## src/rtl/eth_pkg.sv

```systemverilog
// Shared types and constants for the Ethernet rx/tx byte-stream blocks.
// State encoding for the rx front end plus CRC-32 (IEEE 802.3, reflected) constants.
package eth_pkg;

   typedef enum logic [1:0] {
      IDLE,
      PRE,
      DATA,
      DROP
   } rx_state_t;

   localparam logic [7:0]  PREAMBLE_BYTE = 8'h55;
   localparam logic [7:0]  SFD_BYTE      = 8'hD5;

   localparam logic [31:0] CRC_INIT      = 32'hFFFF_FFFF;
   localparam logic [31:0] CRC_POLY      = 32'hEDB8_8320;
   // Register value left after running the CRC over payload plus its own FCS
   localparam logic [31:0] CRC_RESIDUE   = 32'hDEBB_20E3;

   localparam int          LEN_W         = 11;
   localparam logic [LEN_W-1:0] LEN_SAT  = '1;

endpackage

```

## src/rtl/eth_crc32_d8.sv

```systemverilog
// Combinational CRC-32 step for one byte, LSB-first, reflected polynomial; no register.
// Shared by the rx FCS checker and the tx FCS appender.
module eth_crc32_d8
   import eth_pkg::*;
(
   input  logic [31:0] crc_in,
   input  logic [7:0]  data,
   output logic [31:0] crc_out
);

   always_comb begin
      crc_out = crc_in ^ {24'h0, data};
      for (int i = 0; i < 8; i++) begin
         crc_out = crc_out[0] ? ((crc_out >> 1) ^ CRC_POLY) : (crc_out >> 1);
      end
   end

endmodule

```

## src/rtl/eth_rx_fcs_check.sv

```systemverilog
// Rx front end: strips preamble/SFD, checks FCS and length, forwards payload minus FCS.
// Byte n appears one cycle after byte n+4 is sampled; no back-pressure, one byte per cycle.
module eth_rx_fcs_check
   import eth_pkg::*;
#(
   parameter int unsigned MIN_FRAME = 64,
   parameter int unsigned MAX_FRAME = 1518
) (
   input  logic             clk,
   input  logic             rst,
   input  logic [7:0]       i_data,
   input  logic             i_data_vl,
   output logic [7:0]       o_data,
   output logic             o_data_vl,
   output logic             o_done,
   output logic             o_fcs_ok,
   output logic [LEN_W-1:0] o_len,
   output logic [15:0]      o_good_cnt,
   output logic [15:0]      o_bad_cnt
);

   localparam logic [LEN_W-1:0] MIN_LEN = LEN_W'(MIN_FRAME);
   localparam logic [LEN_W-1:0] MAX_LEN = LEN_W'(MAX_FRAME);

   rx_state_t         state, state_nxt;
   logic [31:0]       crc_q, crc_upd;
   logic [LEN_W-1:0]  len_q, len_inc;
   logic [3:0][7:0]   dl_q;
   logic [2:0]        dl_cnt;
   logic              drop_rep;
   logic              sfd_seen, len_over, frame_end, verdict;

   eth_crc32_d8 u_crc (
      .crc_in  (crc_q),
      .data    (i_data),
      .crc_out (crc_upd)
   );

   always_comb begin
      state_nxt = state;
      sfd_seen  = 1'b0;
      len_over  = (len_q >= MAX_LEN);
      len_inc   = (len_q == LEN_SAT) ? len_q : len_q + LEN_W'(1);
      frame_end = 1'b0;
      verdict   = (state == DATA) && (crc_q == CRC_RESIDUE) &&
                  (len_q >= MIN_LEN) && (len_q <= MAX_LEN);
      case (state)
         IDLE, PRE: begin
            if (!i_data_vl) begin
               state_nxt = IDLE;
            end else if (i_data == PREAMBLE_BYTE) begin
               state_nxt = PRE;
            end else if (i_data == SFD_BYTE) begin
               state_nxt = DATA;
               sfd_seen  = 1'b1;
            end else begin
               state_nxt = DROP;
            end
         end
         DATA: begin
            if (!i_data_vl) begin
               state_nxt = IDLE;
               frame_end = 1'b1;
            end else if (len_over) begin
               state_nxt = DROP;
            end
         end
         DROP: begin
            if (!i_data_vl) begin
               state_nxt = IDLE;
               frame_end = drop_rep;
            end
         end
         default: state_nxt = IDLE;
      endcase
   end

   always_ff @(posedge clk or posedge rst) begin
      if (rst) begin
         state <= IDLE;
      end else begin
         state <= state_nxt;
      end
   end

   always_ff @(posedge clk or posedge rst) begin
      if (rst) begin
         crc_q      <= CRC_INIT;
         len_q      <= '0;
         dl_q       <= '0;
         dl_cnt     <= '0;
         drop_rep   <= 1'b0;
         o_data     <= '0;
         o_data_vl  <= 1'b0;
         o_done     <= 1'b0;
         o_fcs_ok   <= 1'b0;
         o_len      <= '0;
         o_good_cnt <= '0;
         o_bad_cnt  <= '0;
      end else begin
         o_data_vl <= 1'b0;
         o_done    <= 1'b0;

         if (sfd_seen) begin
            crc_q    <= CRC_INIT;
            len_q    <= '0;
            dl_cnt   <= '0;
            drop_rep <= 1'b0;
         end

         if (state == DATA && i_data_vl) begin
            crc_q <= crc_upd;
            len_q <= len_inc;
            if (len_over) begin
               // Oversize: stop forwarding now but keep counting so o_len reports the true size
               drop_rep <= 1'b1;
            end else begin
               dl_q <= {dl_q[2:0], i_data};
               if (dl_cnt == 3'd4) begin
                  o_data    <= dl_q[3];
                  o_data_vl <= 1'b1;
               end else begin
                  dl_cnt <= dl_cnt + 3'd1;
               end
            end
         end

         if (state == DROP && i_data_vl && drop_rep) begin
            len_q <= len_inc;
         end

         if (frame_end) begin
            o_done   <= 1'b1;
            o_fcs_ok <= verdict;
            o_len    <= len_q;
            drop_rep <= 1'b0;
            if (verdict) begin
               o_good_cnt <= o_good_cnt + 16'd1;
            end else begin
               o_bad_cnt  <= o_bad_cnt + 16'd1;
            end
         end
      end
   end

endmodule

```

## config.mk

```make
export PLATFORM = sky130hd
export DESIGN_NAME = eth_rx_fcs_check
export DESIGN_NICKNAME = d
export VERILOG_FILES = /design/src/rtl/eth_pkg.sv /design/src/rtl/eth_crc32_d8.sv /design/src/rtl/eth_rx_fcs_check.sv
export SDC_FILE = /design/constraint.sdc
export NUM_CORES = 1
export LEC_CHECK = 0
export ABC_AREA = 1
export BUFFER_PORTS_ARGS = -buffer_cell sky130_fd_sc_hd__clkbuf_2
export CAP_MARGIN = 0
export CORE_MARGIN = 4
export CORE_UTILIZATION = 55
export DETAILED_ROUTE_END_ITERATION = 7
export GPL_TIMING_DRIVEN = 0
export PLACE_DENSITY = 0.71
export REMOVE_ABC_BUFFERS = 1
export SYNTH_ARGS = -nofsm -noshare
export SYNTH_HDL_FRONTEND = slang
export SYNTH_HIERARCHICAL = 1
export SYNTH_SLANG_ARGS = --single-unit
```

## constraint.sdc

```tcl
create_clock -name clk -period 7.3 [get_ports clk]
set_input_delay 0.73 -clock clk [delete_from_list [all_inputs] [get_ports clk]]
set_output_delay 0.73 -clock clk [all_outputs]
set_load 0.02 [all_outputs]
```

# Yosys cells after proc, flatten, opt, wreduce, memory -nomap -nowiden
# Index checks and enable logic that the tools add are counted.
[op_classes]
add_sub_neg = 4
multipliers = 0
div_mod_pow = 0
n_lt_le_gt_ge = 3
eq_ne = 10
n_shift = 0
n_mux = 40
n_bitwise = 11
n_reduce_logical = 15
[ops]
columns = ["op", "count"]
rows = [
  ["two-way mux 32 bit", 10],
  ["inverter 13 -> 14 bit", 8],
  ["two-way mux 11 bit", 4],
  ["adder 16 x 1 -> 16 bit, second input constant", 2],
  ["== test 32 bit, second input constant", 1],
  ["bitwise XOR 32 x 8 -> 32 bit", 1],
  ["two-way mux 1 bit", 15],
  ["two-way mux 3 bit", 4],
  ["adder 11 x 1 -> 11 bit, second input constant", 1],
  ["== test 11 bit, second input constant", 1],
  ["greater-or-equal comparator 11 bit, second input constant", 1],
  ["greater-or-equal comparator 11 x 7 -> 1 bit, second input constant", 1],
  ["less-or-equal comparator 11 bit, second input constant", 1],
  ["two-way mux 2 bit", 5],
  ["== test 8 x 7 -> 1 bit, second input constant", 1],
  ["== test 8 bit, second input constant", 1],
  ["AND reduction 2 bit", 4],
  ["logical AND 1 bit", 6],
  ["one-hot mux 2 bit (3 select lines)", 1],
  ["== test 2 bit, second input constant", 2],
  ["adder 3 x 1 -> 3 bit, second input constant", 1],
  ["== test 3 bit, second input constant", 1],
  ["!= test 3 bit, second input constant", 1],
  ["AND reduction 3 bit", 1],
  ["other kinds (8)", 9],
]
[word_totals]
reg_bits = 135
latch_bits = 0
ramBits = 0
rom_bits = 0
in_bits = 11
output_inout_bits = 54
word_cells = 99
mem_count = 0

# Longest topological paths before layout
# Gate-level depths: netlist of the first run.
[logic_depth]
ltp_word = 18
ltp_mapped = 13
depth_no_buf = 13

# Modules after synthesis
# Netlist of the first run, hierarchy kept.
[by_module_without_submodules]
columns = ["mod", "n_inst", "cells_each", "area_each_um2"]
rows = [
  ["eth_rx_fcs_check", 1, 820, 6621.4],
  ["eth_crc32_d8", 1, 257, 1293.7],
]

# Worst setup path after synthesis of the first run
# No wires, ideal clock.
[synth_timing]
path_type = "input -> register"
start = "in i_data[3]"
end = "reg crc_q[16]"
t_arrival_ps = 1681
required_ps = 7220
path_slack_ps = 5539
stages = 10
path_buffers = 0
path_cell_list = "inv_1 nand2_1 nand2_2 nand2_1 nand2_4 xor2_1 nand2_1 nand2_1 inv_1 o22a_1"
[synth_between]
elab_chain_len = 11
word_cells_on_any_way = 18
[synth_rtl]
columns = ["element", "line_no", "source"]
rows = [
  ["start: declaration", "eth_rx_fcs_check.sv:11", "input logic [7:0] i_data,"],
  ["bitwise XOR 32 x 8 -> 32 bit (*)", "eth_crc32_d8.sv:12", "crc_out = crc_in ^ {24'h0, data};"],
  ["two-way mux 32 bit (*) (4 in a row)", "eth_crc32_d8.sv:14", "crc_out = crc_out[0] ? ((crc_out >> 1) ^ CRC_POLY) : (crc_out >> 1);"],
  ["inverter 13 -> 14 bit (no line)", "-", ""],
  ["two-way mux 32 bit (*) (4 in a row)", "eth_crc32_d8.sv:14", ""],
  ["named net crc_upd[16]", "eth_rx_fcs_check.sv:26", "logic [31:0] crc_q, crc_upd;"],
  ["two-way mux 32 bit (*)", "eth_rx_fcs_check.sv:111", "if (state == DATA && i_data_vl) begin"],
  ["end signal: assignment", "eth_rx_fcs_check.sv:112", "crc_q <= crc_upd;"],
  ["end: declaration", "eth_rx_fcs_check.sv:26", ""],
]
# Mark *: on every way through the listed nets, which the timed path passes. The rest lies on a longest branch.
# A chain may end at the register's enable or synchronous reset.

# Worst setup path in the final report of the first run
[layout_timing]
start = "reg state[0]"
end = "reg o_good_cnt[4]"
[layout_between]
elab_chain_len = 5
word_cells_on_any_way = 7
[layout_rtl]
columns = ["element", "line_no", "source"]
rows = [
  ["start: declaration", "eth_rx_fcs_check.sv:25", "rx_state_t state, state_nxt;"],
  ["start signal: assignment", "eth_rx_fcs_check.sv:82", "state <= state_nxt;"],
  ["== test 2 bit", "eth_rx_fcs_check.sv:45, eth_rx_fcs_check.sv:47", ""],
  ["logical AND 1 bit (2 in a row)", "eth_rx_fcs_check.sv:45", "verdict = (state == DATA) && (crc_q == CRC_RESIDUE) &&"],
  ["logical AND 1 bit", "eth_rx_fcs_check.sv:46", "(len_q >= MIN_LEN) && (len_q <= MAX_LEN);"],
  ["AND reduction 2 bit (no line) (*)", "-", ""],
  ["end signal: assignment", "eth_rx_fcs_check.sv:138", "o_good_cnt <= o_good_cnt + 16'd1;"],
  ["end: declaration", "eth_rx_fcs_check.sv:18", "output logic [15:0] o_good_cnt,"],
]
# Every way passes the cells marked *; elsewhere a longest branch is shown, timed or not.

==> qor.txt, run 1 <==
Reg2Reg Setup Slack: 4.51 ns
final worst slack: 4.51 ns
count of input and output buffers: 64
Antenna Diode Count: 0
clk_skew: 0.00838 ns
Post-CTS Hold Fix Bufs: 0
Min-Delay Path Class: primary input to async pin
WL final: 18.3 mm
Core Box Area: 14000 um2
initial antenna violation count: 0
H-tree depth: 4
Max clock buf depth: 2
routability cong.: 0.904
top_reg_cell synth: dfrtp_1
most used cell, CP: nand2_1
CTS clk-pin slew, worst paths: 0.06 ns
CP top delay family: simple AND/OR/NAND/NOR gates
Post-synth top cells: 424 x nand2_1, 115 x inv_1, 103 x dfrtp_1
status: finished, final reports clean
initial DRC count: 425
EDFF count, synth: 0
FF-to-FF Start: state[0]$_DFFE_PP0P_
# rows: 43
# fillers: 1296
number of synthesized register bits: 135
Total GRT Usage: 23.4%
slew margin rel.: 44.2%
Util after Layout: 63.9%
die area: 16400 um2
Avg Cell Area, Syn: 7.35 um2
post-synthesis sequential area ratio: 43.2%
Final Hold Viols: 0
crit path launch type: register
Setup Slack @ Placement: 4.14 ns
CTS Root Buffer Type: clkbuf_16
Cell variety after synth: 39
worst-margin pin slew: 0.834 ns
first-pass GRT wire length: 30.7 mm
Routed Antenna Nets: 0
# IOs: 65
slowest CP cell: inv_2
crit-path max FO: 43
R2R depth: 6
Largest stage delay, worst path: 0.88 ns
Mapped Area: 7920 um2
CTS resizes: 0
PwrDens: 358 nW/um2
via/cell ratio: 5.15
First-pass DRT Iterations: 5
top post-synthesis cells by area: dfrtp_1 33%, nand2_1 20%, dfstp_2 11%
post-DR wirelength/cell: 13.8 um
DP HPWL: 12.5 mm
Final Non-Filler Cells: 1329
Ys Warns: 6
Die X: 128 um
Tmin final: 2.79 ns
crit path kind: register to register
Buf/Inv on CP: 1
top-count cell post-synth: nand2_1
RSZ-0062 raised after global routing: false
CTS Buf Count: 17
cell taking the most area after synthesis: dfrtp_1
Crit Reg-Reg Endpoint: o_good_cnt[4]$_DFFE_PP0P_
worst-skew pair later-pin latency: 0.43 ns
fin. max-slew vios: 0
Vias: 6842
layout cell share with drive strength beyond 1: 15.8%
Tcrit/Tclk final: 38.2%
largest net degree at the start of global routing: 86
total power: 3200 uW
Post-synth ARST share: 100%
worst-path cell chain: nand2_1 > nand3_1 > inv_2 > nand4_1 > nand2_1 > nand2_1
initial cell density of the core: 56.6%
placed insts: 1297
Nets: 1153
clk sinks: 135
area grow syn2layout: 12.9%
top cell type's share of synthesized area: 32.6%
grt total ovfl: 0
CP required: 7.61 ns
CP Data Arrival Time: 3.10 ns
fmax: 358 MHz
post-CTS setup buffers: 0
Syn Inst Count: 1077
critical path endpoint category: register
Finish-stage setup viols: 0
Die Ht: 128 um
Post-route DRC: 0
leakage dissipation: 0.00473 uW
CTS tree: done
VDD IR max: 0.000250 V
Max-Cap Viols: 0
TNS Setup: 0 ns
vias in the first global route: 6384
## per-stage QoR
stage | area, um2 | hold slack (ns)
floorplan | 7770 | 0.442
global placement | 8310 | 0.451
detailed placement | 8350 | 0.458
CTS | 8940 | 0.346
global route | 8940 | 0.359
finish | 8940 | 0.334
## state kept, by name (all words and copies together), names as in the netlist
name        flops
o_fcs_ok        1
len_q          11
drop_rep        1
state           2
o_bad_cnt      16
dl_cnt          3
o_len          11
o_done          1
dl_q           32
o_good_cnt     16
crc_q          32
o_data_vl       1
o_data          8
## power by group
group	switching (uW)	internal [uW]
logic	761	422
registers	170	983
clock network	328	537
total	1260	1940
## final cells by class
class,count,area (um2),area share [%]
Clock buffer,20,437,4.89
Clock inverter,12,155,1.74
Inverter,125,477,5.33
Multi-Input combinational cell,792,3880,43.4
Sequential cell,135,3420,38.2
Tap cell,180,225,2.52
Timing Repair Buffer,65,348,3.89
## worst max path at each step
stage,to,slack [ns],from,cells after the start
after global placement,o_good_cnt[9]$_DFFE_PP0P_,1.44,rst,2
after CTS,o_good_cnt[1]$_DFFE_PP0P_,4.44,state[0]$_DFFE_PP0P_,6
after detailed placement,o_good_cnt[3]$_DFFE_PP0P_,4.14,i_data_vl,7
after global routing,o_good_cnt[8]$_DFFE_PP0P_,4.16,state[0]$_DFFE_PP0P_,6
final,o_good_cnt[4]$_DFFE_PP0P_,4.51,state[0]$_DFFE_PP0P_,6
after floorplan,dl_cnt[0]$_DFF_PP0_,3.01,rst,1
## cells by family (layout without fill, tap and decap cells)
| family | count (synthesis) | count (layout) | synth area share [%] |
|---|---|---|---|
| compound gates | 77 | 77 | 5.75 |
| xor+xnor | 51 | 51 | 5.82 |
| fa+ha+maj | 6 | 6 | 0.948 |
| buf+inv | 150 | 222 | 7.82 |
| flops | 135 | 135 | 43.2 |
| simple gates | 658 | 658 | 36.5 |
## cell usage in the layout, fill, tap and decap left out, types with 4 or more instances in the layout
cell type	instances
nand3b_1	6
clkbuf_16	17
xor2_1	36
nor2_1	81
dfrtp_1	103
nor2_2	5
inv_2	8
o21ai_0	29
nand2_4	8
nand2_2	18
inv_1	114
nor3_1	11
nand3_1	62
nand3_2	4
ha_1	6
nand4_1	30
clkbuf_2	64
o22a_1	12
nand2_1	424
dfstp_2	32
o21ai_2	4
xnor2_1	14
a21oi_1	26
## per-layer routing
layer	vias up	share of wire (%)	global-route usage [%]
met2	155	46	37.1
met5	-	0	0
met3	39	5.0	5.75
met4	0	2.3	7.99
li1	3491	-	-
met1	3157	46	31.6
Power figures use the tool's default switching activity.
==> inputs of run 2 (changes only) <==
==> constraint.sdc (replaced) <==
create_clock -name clk -period 2.75 [get_ports clk]
set_input_delay 0.275 -clock clk [delete_from_list [all_inputs] [get_ports clk]]
set_output_delay 0.275 -clock clk [all_outputs]
set_load 0.02 [all_outputs]
==> run 2 against run 1 <==
  * First-iteration DRC count up 14%
  * Setup slack worse by 4.2 ns
  * Register-to-register slack worse by 4.2 ns
  * Via count up 0.26%
  * Clock power rose to 2.6 times the previous value
  * Critical path type unchanged
  * Largest cell class unchanged
  * Largest power group unchanged
  * Highest routed layer unchanged
==> qor.txt, run 2 (synthesized netlist as in run 1, its figures left out) <==
status: finished, final reports clean
crit path launch type: register
grt met2 use: 37.1%
crit-path max FO: 20
GR peak layer: met2
worst-margin pin slew: 0.691 ns
total power: 8490 uW
PwrDens: 948 nW/um2
initial cell density of the core: 56.6%
VDD IR max: 0.000667 V
hold_ws: 0.131 ns
first-pass GRT wire length: 30.7 mm
most frequent cells in the layout: 424 x nand2_1, 114 x inv_1, 103 x dfrtp_1, 81 x nor2_1, 64 x clkbuf_2
post-CTS setup buffers: 0
biggest regs: crc_q x32, dl_q x32
WL final: 18.5 mm
grt total ovfl: 0
initial DRC count: 485
Min-Delay Path Class: primary input to register
H-tree depth: 4
Nets: 1155
clk sinks: 135
via/cell ratio: 5.15
die area: 16400 um2
area grow syn2layout: 13.2%
largest net degree at the start of global routing: 86
RSZ-0062 raised after global routing: false
Setup Slack @ Placement: -0.0205 ns
Finish-stage setup viols: 0
Post-route DRC: 0
GR Layer Usage met3: 5.75%
fin. max-slew vios: 0
Core Box Area: 14000 um2
CP Data Arrival Time: 2.83 ns
Total GRT Usage: 23.4%
critical path endpoint category: register
Die Ht: 128 um
Tcrit/Tclk final: 90.4%
most common cell after layout, fill and taps aside: nand2_1
Vias: 6860
Die X: 128 um
CP required: 3.10 ns
initial antenna violation count: 0
slew margin rel.: 53.9%
CTS tree: done
clk_skew: 0.00757 ns
crit path kind: register to register
post-DR wirelength/cell: 13.9 um
CTS Buf Count: 17
First-pass DRT Iterations: 5
Final Hold Viols: 0
leakage dissipation: 0.00474 uW
met1 Usage GRT: 31.7%
routability cong.: 0.904
layout cell share with drive strength beyond 1: 15.9%
count of input and output buffers: 64
Tmin final: 2.49 ns
Routed Antenna Nets: 0
CTS clk-pin slew, worst paths: 0.06 ns
worst-skew pair later-pin latency: 0.43 ns
DP HPWL: 12.5 mm
Antenna Diode Count: 0
# IOs: 65
vias in the first global route: 6389
# rows: 43
Placed Area: 8350 um2
Final Cell Area: 8960 um2
Max clock buf depth: 2
CTS Root Buffer Type: clkbuf_16
Max-Cap Viols: 0
final worst slack: 0.263 ns
fmax: 402 MHz
run 2: cell types whose count changed in the layout (fill, tap and decap cells not counted), sizes merged:
cell | previous run | this run
dlygate4sd3 | 0 | 1
nor2 | 88 | 89
run 2: power by group:
| part | leakage (uW) | internal (uW) | switching [uW] |
|---|---|---|---|
| sequential | 0.00170 | 2610 | 453 |
| clock | 0.000284 | 1430 | 869 |
| combinational | 0.00275 | 1120 | 2020 |
| total | 0.00474 | 5160 | 3340 |
run 2: final timing paths:
check / start / endpoint / slack [ns] / cells past startpoint
min in group asynchronous: rst / o_data[6]$_DFFE_PP0P_ / 0.44 / 3
worst min-delay path: i_data[4] / dl_q[4]$_DFFE_PP0P_ / 0.13 / 3
worst max register to register: crc_q[28]$_DFFE_PP1P_ / o_bad_cnt[6]$_DFFE_PP0P_ / 0.26 / 10
max in group asynchronous: rst / crc_q[26]$_DFFE_PP1P_ / 1.49 / 4
worst max-delay path: crc_q[28]$_DFFE_PP1P_ / o_bad_cnt[6]$_DFFE_PP0P_ / 0.26 / 10
worst min register to register: dl_q[28]$_DFFE_PP0P_ / dl_q[28]$_DFFE_PP0P_ / 0.47 / 2
run 2: through the flow:
stage | utilization [%] | TNS, ns | std cells
after floorplan | - | -115.40 | 1052
after global placement | 59.4 | -311.70 | 1296
after detailed placement | 59.7 | -0.0792 | 1297
after CTS | 64.0 | 0 | 1330
after global routing | 64.1 | 0 | 1331
final | 64.1 | 0 | 1331
run 2: layer usage:
metal  part of all wire [%]  routed length, um  vias up
met5                      0                  0        -
met4                    2.1                394        0
met3                    4.5                836       33
met2                     47               8620      137
li1                       -                  -     3500
met1                     47               8620     3190
run 2: repair_timing:
action | 4_1_cts | 5_1_grt
endpoints found under the setup margin | 7 | 13
hold buffers | 1 | 0
endpoints found under the hold margin | 42 | 0
gates resized for setup | 1 | 2
gates cloned | 0 | 1
pin swaps | 0 | 1
run 2: layout make-up:
| type | count | area, um2 |
|---|---|---|
| Fill cell | 1292 | 5020 |
| Tap cell | 180 | 225 |
| Multi-Input combinational cell | 793 | 3890 |
| Sequential cell | 135 | 3420 |
| Inverter | 125 | 482 |
| Timing Repair Buffer | 66 | 358 |
| Clock inverter | 12 | 155 |
| Clock buffer | 20 | 437 |
run 2: worst max-delay path, cell delays in order, from the launching register on:
cell and delay, ns:
dfstp_2 0.59, nand2_1 0.07, nor2_1 0.15, nand3_1 0.10, nor2_1 0.23, nand2_1 0.10
nor2_2 0.45, nand2_4 0.26, nand2_4 0.28, nand2_1 0.11, o21ai_2 0.07
==> inputs of run 3 (changes only) <==
--- a/config.mk
+++ b/config.mk
@@ -8,6 +8,7 @@
 export ABC_AREA = 1
 export BUFFER_PORTS_ARGS = -buffer_cell sky130_fd_sc_hd__clkbuf_2
 export CAP_MARGIN = 0
+export CORE_ASPECT_RATIO = 1.25
 export CORE_MARGIN = 4
 export CORE_UTILIZATION = 55
 export DETAILED_ROUTE_END_ITERATION = 7
==> constraint.sdc (replaced) <==
create_clock -name clk -period 3.2 [get_ports clk]
set_input_delay 0.32 -clock clk [delete_from_list [all_inputs] [get_ports clk]]
set_output_delay 0.32 -clock clk [all_outputs]
set_load 0.02 [all_outputs]
==> run 3 against run 2 <==
  * Sequential share of layout area is essentially flat
  * Sequential power shrank 14%
  * Combinational power shrank 14%
  * Global-route usage grew 0.29 points
  * Setup slack gained 0.15 ns
  * Cell count shrank 0.45%
  * First-iteration DRC count shrank 13%
  * Final area is essentially flat
  * Critical path depth shrank 4
  * Flip-flop and latch count is the same
  * Critical endpoint is now o_good_cnt[4]$_DFFE_PP0P_
==> qor.txt, run 3 (synthesized netlist as in run 1, its figures left out) <==
vias in the first global route: 6526
leakage dissipation: 0.00474 uW
first-pass GRT wire length: 31.0 mm
PwrDens: 818 nW/um2
met1 Usage GRT: 29.6%
routability cong.: 0.907
WL final: 18.2 mm
# IOs: 65
fmax: 358 MHz
CP required: 3.51 ns
clk_skew: 0.00856 ns
slowest CP cell: inv_2
Final Cell Area: 8960 um2
First-pass DRT Iterations: 7
Vias: 6821
crit path launch type: register
clk sinks: 135
Min-Delay Path Class: primary input to register
slew margin rel.: 43.6%
Largest stage delay, worst path: 0.87 ns
Max clock buf depth: 2
initial antenna violation count: 0
crit-path max FO: 43
layout cell share with drive strength beyond 1: 15.9%
Nets: 1154
post-DR wirelength/cell: 13.8 um
critical path endpoint category: register
Placed Area: 8340 um2
DP HPWL: 12.7 mm
crit path kind: register to register
CTS resizes: 0
Tmin final: 2.79 ns
Die X: 115 um
grt met2 use: 38.5%
fin. max-slew vios: 0
count of input and output buffers: 64
CP Data Arrival Time: 3.10 ns
worst-path cell chain: nand2_1 > nand3_1 > inv_2 > nand4_1 > nand2_1 > nand2_1
H-tree depth: 4
Die Ht: 142 um
Reg2Reg Setup Slack: 0.41 ns
most used cell, CP: nand2_1
grt total ovfl: 0
Finish-stage setup viols: 0
Core Box Area: 13900 um2
CTS Root Buffer Type: clkbuf_16
Max-Cap Viols: 0
VDD IR max: 0.000506 V
Tcrit/Tclk final: 87.2%
most common cell after layout, fill and taps aside: nand2_1
via/cell ratio: 5.15
CTS Buf Count: 17
Post-route DRC: 0
initial cell density of the core: 56.8%
# rows: 48
most frequent cells in the layout: 424 x nand2_1, 114 x inv_1, 103 x dfrtp_1, 81 x nor2_1, 64 x clkbuf_2
Routed Antenna Nets: 0
biggest regs: crc_q x32, dl_q x32
GR Layer Usage met3: 5.23%
CTS tree: done
die area: 16400 um2
RSZ-0062 raised after global routing: false
hold_ws: 0.200 ns
Total GRT Usage: 23.7%
largest net degree at the start of global routing: 86
CTS clk-pin slew, worst paths: 0.06 ns
worst-margin pin slew: 0.843 ns
area grow syn2layout: 13.2%
GR peak layer: met2
Final Hold Viols: 0
status: finished, final reports clean
post-CTS setup buffers: 0
initial DRC count: 421
Antenna Diode Count: 0
worst-skew pair later-pin latency: 0.42 ns
-- run 3: path summary, 6_finish.rpt --
check,start,endpoint,depth (start not counted)
max in group asynchronous,rst,crc_q[26]$_DFFE_PP1P_,4
worst max register to register,state[0]$_DFFE_PP0P_,o_good_cnt[4]$_DFFE_PP0P_,6
min in group asynchronous,rst,o_data[7]$_DFFE_PP0P_,3
worst min-delay path,i_data[4],dl_q[4]$_DFFE_PP0P_,3
worst min register to register,dl_q[25]$_DFFE_PP0P_,dl_q[25]$_DFFE_PP0P_,2
worst max-delay path,state[0]$_DFFE_PP0P_,o_good_cnt[4]$_DFFE_PP0P_,6
-- run 3: worst max-delay path, delay by kind of cell, from the launching register on --
kind / cells / cell delay (ns)
buffers and inverters: 1 / 0.87
flip-flops: 1 / 0.44
AND/OR/NAND/NOR: 5 / 1.33
-- run 3: timing repair --
item,4_1_cts,5_1_grt
hold buffers,1,0
hold endpoints to repair,48,0
setup endpoints to repair,0,0
-- run 3: final cells by class --
class / count / area, um2
Timing Repair Buffer: 66 / 358
Clock buffer: 20 / 457
Clock inverter: 12 / 151
Fill cell: 1247 / 4980
Inverter: 125 / 477
Tap cell: 175 / 219
Sequential cell: 135 / 3420
Multi-Input combinational cell: 792 / 3880
-- run 3: per-layer routing --
layer / share of wire, % / up-vias
met1: 44 / 3122
met2: 48 / 151
met5: 0 / -
met3: 3.7 / 57
li1: - / 3491
met4: 4.6 / 0
-- run 3: where the power goes --
| part | leakage [uW] | switching [uW] | internal, uW |
|---|---|---|---|
| registers | 0.00170 | 382 | 2240 |
| clock network | 0.000296 | 747 | 1260 |
| logic | 0.00275 | 1730 | 963 |
| total | 0.00474 | 2860 | 4470 |
-- run 3: per-stage QoR --
step	setup TNS (ns)	power, uW	setup slack, ns	util, %	std cells
floorplan	-69.85	4640	-0.678	-	1052
global placement	-264.89	5250	-2.31	59.6	1291
detailed placement	0	5310	0.435	59.9	1292
CTS	0	7350	0.413	64.3	1325
global route	0	7880	0.0815	64.3	1325
finish	0	7330	0.410	64.3	1325
